[src/rtl/ps_div_pkg.sv]
// Shared definitions for the pulse-swallow divider control block:
// the default minimum P and the S clamp / P legality helpers.
package ps_div_pkg;

    // Smallest P the divider accepts by default (must be >= 2).
    localparam int P_MIN_DEF = 2;

    // Result of clamping a requested S against a requested P.
    typedef struct packed {
        logic [31:0] s;    // S after clamping (to be truncated to S_WIDTH)
        logic        err;  // 1 when the requested S had to be clamped
    } clamp_t;

    // S must stay strictly below P; otherwise it is pinned to P-1.
    // Arguments are zero-extended, so the compare is unsigned.
    function automatic clamp_t clamp_s(input logic [31:0] pi, input logic [31:0] si);
        clamp_t r;
        if (si >= pi) begin
            r.s   = pi - 32'd1;
            r.err = 1'b1;
        end else begin
            r.s   = si;
            r.err = 1'b0;
        end
        return r;
    endfunction

    // A requested P is usable only if it is at least p_min.
    function automatic logic legal_p(input logic [31:0] pi, input logic [31:0] p_min);
        return (pi >= p_min);
    endfunction

endpackage

[src/rtl/ps_div_ctrl_s_swallow_cnt.sv]
// Swallow (S) down-counter. Reloads at the load strobe and counts down
// to zero; MCo selects the M+1 prescaler modulus while it is non-zero.
module s_swallow_cnt #(
    parameter int S_WIDTH = 3
) (
    input  logic               Fin,
    input  logic               rst_n,
    input  logic               LDi,
    input  logic [S_WIDTH-1:0] s_new,
    output logic               MCo
);

    logic [S_WIDTH-1:0] scnt_q;

    // Reload on the load strobe, otherwise count down and park at zero.
    always_ff @(posedge Fin or negedge rst_n) begin
        if (!rst_n) begin
            scnt_q <= '0;
        end else if (LDi) begin
            scnt_q <= s_new;
        end else if (scnt_q != '0) begin
            scnt_q <= scnt_q - S_WIDTH'(1);
        end
    end

    assign MCo = (scnt_q != '0);

endmodule

[src/rtl/ps_div_ctrl.sv]
// Program/swallow counter pair for a dual-modulus pulse-swallow divider
// with double-buffered P/S reprogramming, S clamping, P rejection and a
// near-50% duty divided output.
//
// Update handshake: the requester drives Pi/Si and holds upd_req high with
// Pi/Si stable. The request is consumed only on an edge where LDo=1, which
// makes the change land exactly on the period boundary. upd_ack pulses for
// the single cycle after that edge; the requester drops upd_req when it sees
// it. A request still high at a later LDo is simply applied and acked again.
module ps_div_ctrl
    import ps_div_pkg::*;
#(
    parameter int P_WIDTH = 5,
    parameter int S_WIDTH = 3,
    parameter int P_MIN   = P_MIN_DEF
) (
    input  logic               Fin,
    input  logic               rst_n,
    input  logic [P_WIDTH-1:0] Pi,
    input  logic [S_WIDTH-1:0] Si,
    input  logic               upd_req,
    output logic               upd_ack,
    output logic               LDo,
    output logic               MCo,
    output logic               Fout,
    output logic               cfg_err,
    output logic [P_WIDTH-1:0] p_cnt
);

    logic [P_WIDTH-1:0] p_act_q, p_act_d;
    logic [S_WIDTH-1:0] s_act_q, s_act_d;
    logic [P_WIDTH-1:0] pcnt_q;
    logic               upd_ack_q;
    logic               cfg_err_q, cfg_err_d;

    logic               ld;
    logic               apply;
    logic               p_ok;
    clamp_t             clamp;

    // Load boundary is decoded from the P counter alone.
    assign ld    = (pcnt_q == '0);
    assign apply = ld & upd_req;

    assign p_ok  = legal_p(32'(Pi), 32'(P_MIN));
    assign clamp = clamp_s(32'(Pi), 32'(Si));

    // Next configuration: the requested values on an applied, legal update,
    // otherwise the active ones (a rejected request only raises cfg_err).
    always_comb begin
        p_act_d   = p_act_q;
        s_act_d   = s_act_q;
        cfg_err_d = cfg_err_q;
        if (apply) begin
            if (p_ok) begin
                p_act_d   = Pi;
                s_act_d   = S_WIDTH'(clamp.s);
                cfg_err_d = clamp.err;
            end else begin
                cfg_err_d = 1'b1;
            end
        end
    end

    // Configuration, handshake and P counter; the P counter reloads from the
    // configuration that takes effect at this same edge.
    always_ff @(posedge Fin or negedge rst_n) begin
        if (!rst_n) begin
            p_act_q   <= P_WIDTH'(P_MIN);
            s_act_q   <= '0;
            pcnt_q    <= '0;
            upd_ack_q <= 1'b0;
            cfg_err_q <= 1'b0;
        end else begin
            p_act_q   <= p_act_d;
            s_act_q   <= s_act_d;
            cfg_err_q <= cfg_err_d;
            upd_ack_q <= apply;
            if (ld) begin
                pcnt_q <= p_act_d - P_WIDTH'(1);
            end else begin
                pcnt_q <= pcnt_q - P_WIDTH'(1);
            end
        end
    end

    s_swallow_cnt #(
        .S_WIDTH (S_WIDTH)
    ) u_s_cnt (
        .Fin   (Fin),
        .rst_n (rst_n),
        .LDi   (ld),
        .s_new (s_act_d),
        .MCo   (MCo)
    );

    // Output high from P-1 down to floor(P/2): ceil(P/2) cycles after LDo.
    assign Fout    = (pcnt_q >= (p_act_q >> 1));
    assign LDo     = ld;
    assign upd_ack = upd_ack_q;
    assign cfg_err = cfg_err_q;
    assign p_cnt   = pcnt_q;

endmodule

[config.mk]
export PLATFORM = sky130hd
export DESIGN_NAME = ps_div_ctrl
export DESIGN_NICKNAME = d
export VERILOG_FILES = /design/src/rtl/ps_div_pkg.sv /design/src/rtl/ps_div_ctrl_s_swallow_cnt.sv /design/src/rtl/ps_div_ctrl.sv
export SDC_FILE = /design/constraint.sdc
export NUM_CORES = 1
export LEC_CHECK = 0
export CAP_MARGIN = 10
export CORE_MARGIN = 2
export CORE_UTILIZATION = 49
export DETAILED_ROUTE_END_ITERATION = 12
export GPL_TIMING_DRIVEN = 0
export HOLD_SLACK_MARGIN = 0.1
export PLACE_DENSITY = 0.82
export RECOVER_POWER = 100
export SYNTH_ARGS = -nofsm -noshare
export SYNTH_HDL_FRONTEND = slang
export SYNTH_SLANG_ARGS = --single-unit
[constraint.sdc]
create_clock -name Fin -period 3 [get_ports Fin]
set_clock_uncertainty 0.1 [all_clocks]
set_input_delay 0.6 -clock Fin [delete_from_list [all_inputs] [get_ports Fin]]
set_output_delay 0.6 -clock Fin [all_outputs]
set_load 0.005 [all_outputs]
==> results.ini <==
[status]
outcome = finished clean

[clock_tree]
h-tree-depth = 1
ctsLongestPathBuffers = 2
cts_tree = yes
clk_latency_ns = 0.29
clk_pin_slew_ns = 0.10
root_buffer = clkbuf_4
cts_buffers = 3
cts_sinks = 18

[critical_path]
path_buf_inv = 2
cp-end-kind = register
required_ns = 3.08
path_cells = clkdlybuf4s50_1, inv_1, ha_1, or4_4, o21ai_4, nor3_2, a311oi_2, ha_1, nand3_1, xor2_1
start_kind = input port
path_common_cell = ha_1
path_class = input port to register
crit_path_top_delay_cell = clkdlybuf4s50_1
crit_arrival_ns = 2.94
cpLargestDelayFamily = simple AND/OR/NAND/NOR gates
cp_slowest_stage_delay_ns = 0.51
crit_fanout = 4

[timing]
tns_ns = 0
fin_crit_sh_pct = 95.3
worst_slew_pin_slew_ns = 0.797
finalMaxSlewViolations = 0
setup_viol = 0
max_slew_margin_pct = 46.7
max_freq_mhz = 350
timing.final.hold_violations = 0
fin_crit_ns = 2.86
whs_ns = 0.373
setup_ws_ns = 0.141

[logic_synthesis]
synth_common_cells = 17 x dfrtp_1, 12 x ha_1, 12 x inv_1
syn-num-nets = 135
synth_cells = 112
yosysWarningCount = 0
ys_top_cells_by_area = dfrtp_1 38%, ha_1 14%, inv_1 4.1%, a21oi_1 3.6%, a22o_1 3.2%
syn_avg_cell_area_um2 = 9.90
ys.flop_type = dfrtp_1
ys_types = 34
async_reset_ff_share_pct = 100
ys_seq_area_share_pct = 40.7
synth_top_cell_by_area = dfrtp_1
synth_top_area_share_pct = 38.4
synth_most_common_cell = dfrtp_1
synth_edf_count = 0
ys_ff_latch = 18
synth_area_um2 = 1110

[route]
first_pass_iters = 4
antenna_left = 0
drt-wirelength-per-cell_um = 14.2
routed_wl_mm = 2.36
drtIter0Drc = 21
viasPerCell = 5.69
drc = 0
dr_total_vias = 944

[global_route]
overflow = 0
grt_use_total_pct = 20.2
grt_antenna_before_repair = 0
grt_pass1_vias = 923
grt_max_degree = 19
grt_pass1_wl_mm = 4.02

[die]
pin_count = 21
die_w_um = 51.6
rows = 17
core_um2 = 2170
start_util_pct = 51.1
die-area_um2 = 2660
fp.dieH_um = 51.6

[power]
vdd_drop_max_v = 0.000531
cellPowerDensity_nw_per_um2 = 862
p_leak_uw = 0.000656

[final_layout]
drive_above_1_share_pct = 10.9
fill_cells = 195
diodes = 0
fin_nets = 162
layout-area-overhead-vs-synth_pct = 24.9
finish.utilization_pct = 63.8

[run]
cap_violations = 0

[hold_path]
hp-class = register to register

[place]
portBuffers = 20
dp_hpwl_mm = 1.85
globalplace.congestion = 0.817
pre_cts_ws_ns = -0.269

## final cells by class
class / instances / area, um2 / area share [%]
plain buffers: 3 / 12.5 / 0.903
multi-input cells: 79 / 599 / 43.3
well taps: 28 / 35.0 / 2.53
flip-flops and latches: 18 / 452 / 32.6
repair buffers: 22 / 215 / 15.5
clock buffers: 4 / 26.3 / 1.90
inverters: 12 / 45.0 / 3.25
## metal layers
| metal | share of wire (%) | up-vias | global-route usage, % |
|---|---|---|---|
| li1 | - | 451 | - |
| met1 | 43 | 453 | 25.5 |
| met2 | 50 | 35 | 35.0 |
| met3 | 5.4 | 5 | 2.59 |
| met4 | 1.8 | 0 | 7.89 |
| met5 | 0 | - | 0 |
## path summary, 6_finish.rpt
check	startpoint	end	slack, ns	depth (start not counted)
min in group asynchronous	rst_n	s_act_q[1]	0.73	1
worst min-delay path	s_act_q[1]	s_act_q[1]	0.37	2
worst max-delay path	Pi[0]	p_cnt[4]	0.14	10
worst min register to register	s_act_q[1]	s_act_q[1]	0.37	2
worst max register to register	p_cnt[2]	p_cnt[4]	0.86	7
max in group asynchronous	rst_n	p_act_q[3]	1.58	1
## flip-flops by register name (all words and copies together) (netlist names)
name and cells:
upd_ack 1, u_s_cnt.scnt_q 3, p_cnt 5, s_act_q 3, cfg_err 1, p_act_q 5
## cells in the final DEF (no fill, tap or decap), drive strengths merged, types with 2 or more instances in the layout
| cell type | netlist | layout |
|---|---|---|
| a21o | 4 | 4 |
| xnor2 | 3 | 3 |
| a211o | 2 | 2 |
| clkdlybuf4s50 | 0 | 10 |
| ha | 12 | 12 |
| a21oi | 8 | 8 |
| nand3 | 2 | 2 |
| nor2 | 8 | 8 |
| a31oi | 2 | 2 |
| clkbuf | 2 | 7 |
| nand2b | 3 | 3 |
| dfrtp | 17 | 17 |
| inv | 12 | 12 |
| a221oi | 2 | 2 |
| dlygate4sd3 | 0 | 10 |
| a22o | 6 | 6 |
| xor2 | 2 | 2 |
| nor2b | 2 | 2 |
| buf | 1 | 2 |
| nand2 | 9 | 9 |
| nor3 | 2 | 2 |
| a211oi | 2 | 2 |
| o21ai | 3 | 3 |
## report_power, final
part / internal, uW / switching [uW]
registers: 368 / 91.2
logic: 332 / 276
clock network: 51.8 / 73.8
total: 752 / 441
## tightest hold or removal path, delay by kind of cell (launching register included)
kind             cells  cell delay, ns
flip-flops           1            0.33
AND/OR/NAND/NOR      2            0.12
## kinds of logic (layout without fill, tap and decap cells)
| family | after synthesis | count (layout) | share of synthesized area, % |
|---|---|---|---|
| adder cells (fa/ha/maj) | 12 | 12 | 13.5 |
| XOR/XNOR | 5 | 5 | 3.95 |
| flip-flops | 18 | 18 | 40.7 |
| AO/OA/AOI/OAI | 33 | 33 | 23.1 |
| buffers and inverters | 15 | 41 | 5.19 |
| AND/OR/NAND/NOR | 29 | 29 | 13.4 |
## through the flow
stage                     total power, uW  cell area (um2)  cells
after global placement               1020             1340    160
after CTS                            1200             1370    164
after detailed placement             1070             1340    160
final                                1190             1390    166
after global routing                 1300             1390    166
after floorplan                       823             1110    112
## what timing repair did
item / in CTS / in global routing
hold buffers: 0 / 0
buffers inserted: 0 / 2
setup endpoints to repair: 0 / 2
gates resized for setup: 0 / 2
Note: power is estimated with default switching activity, not from simulation.
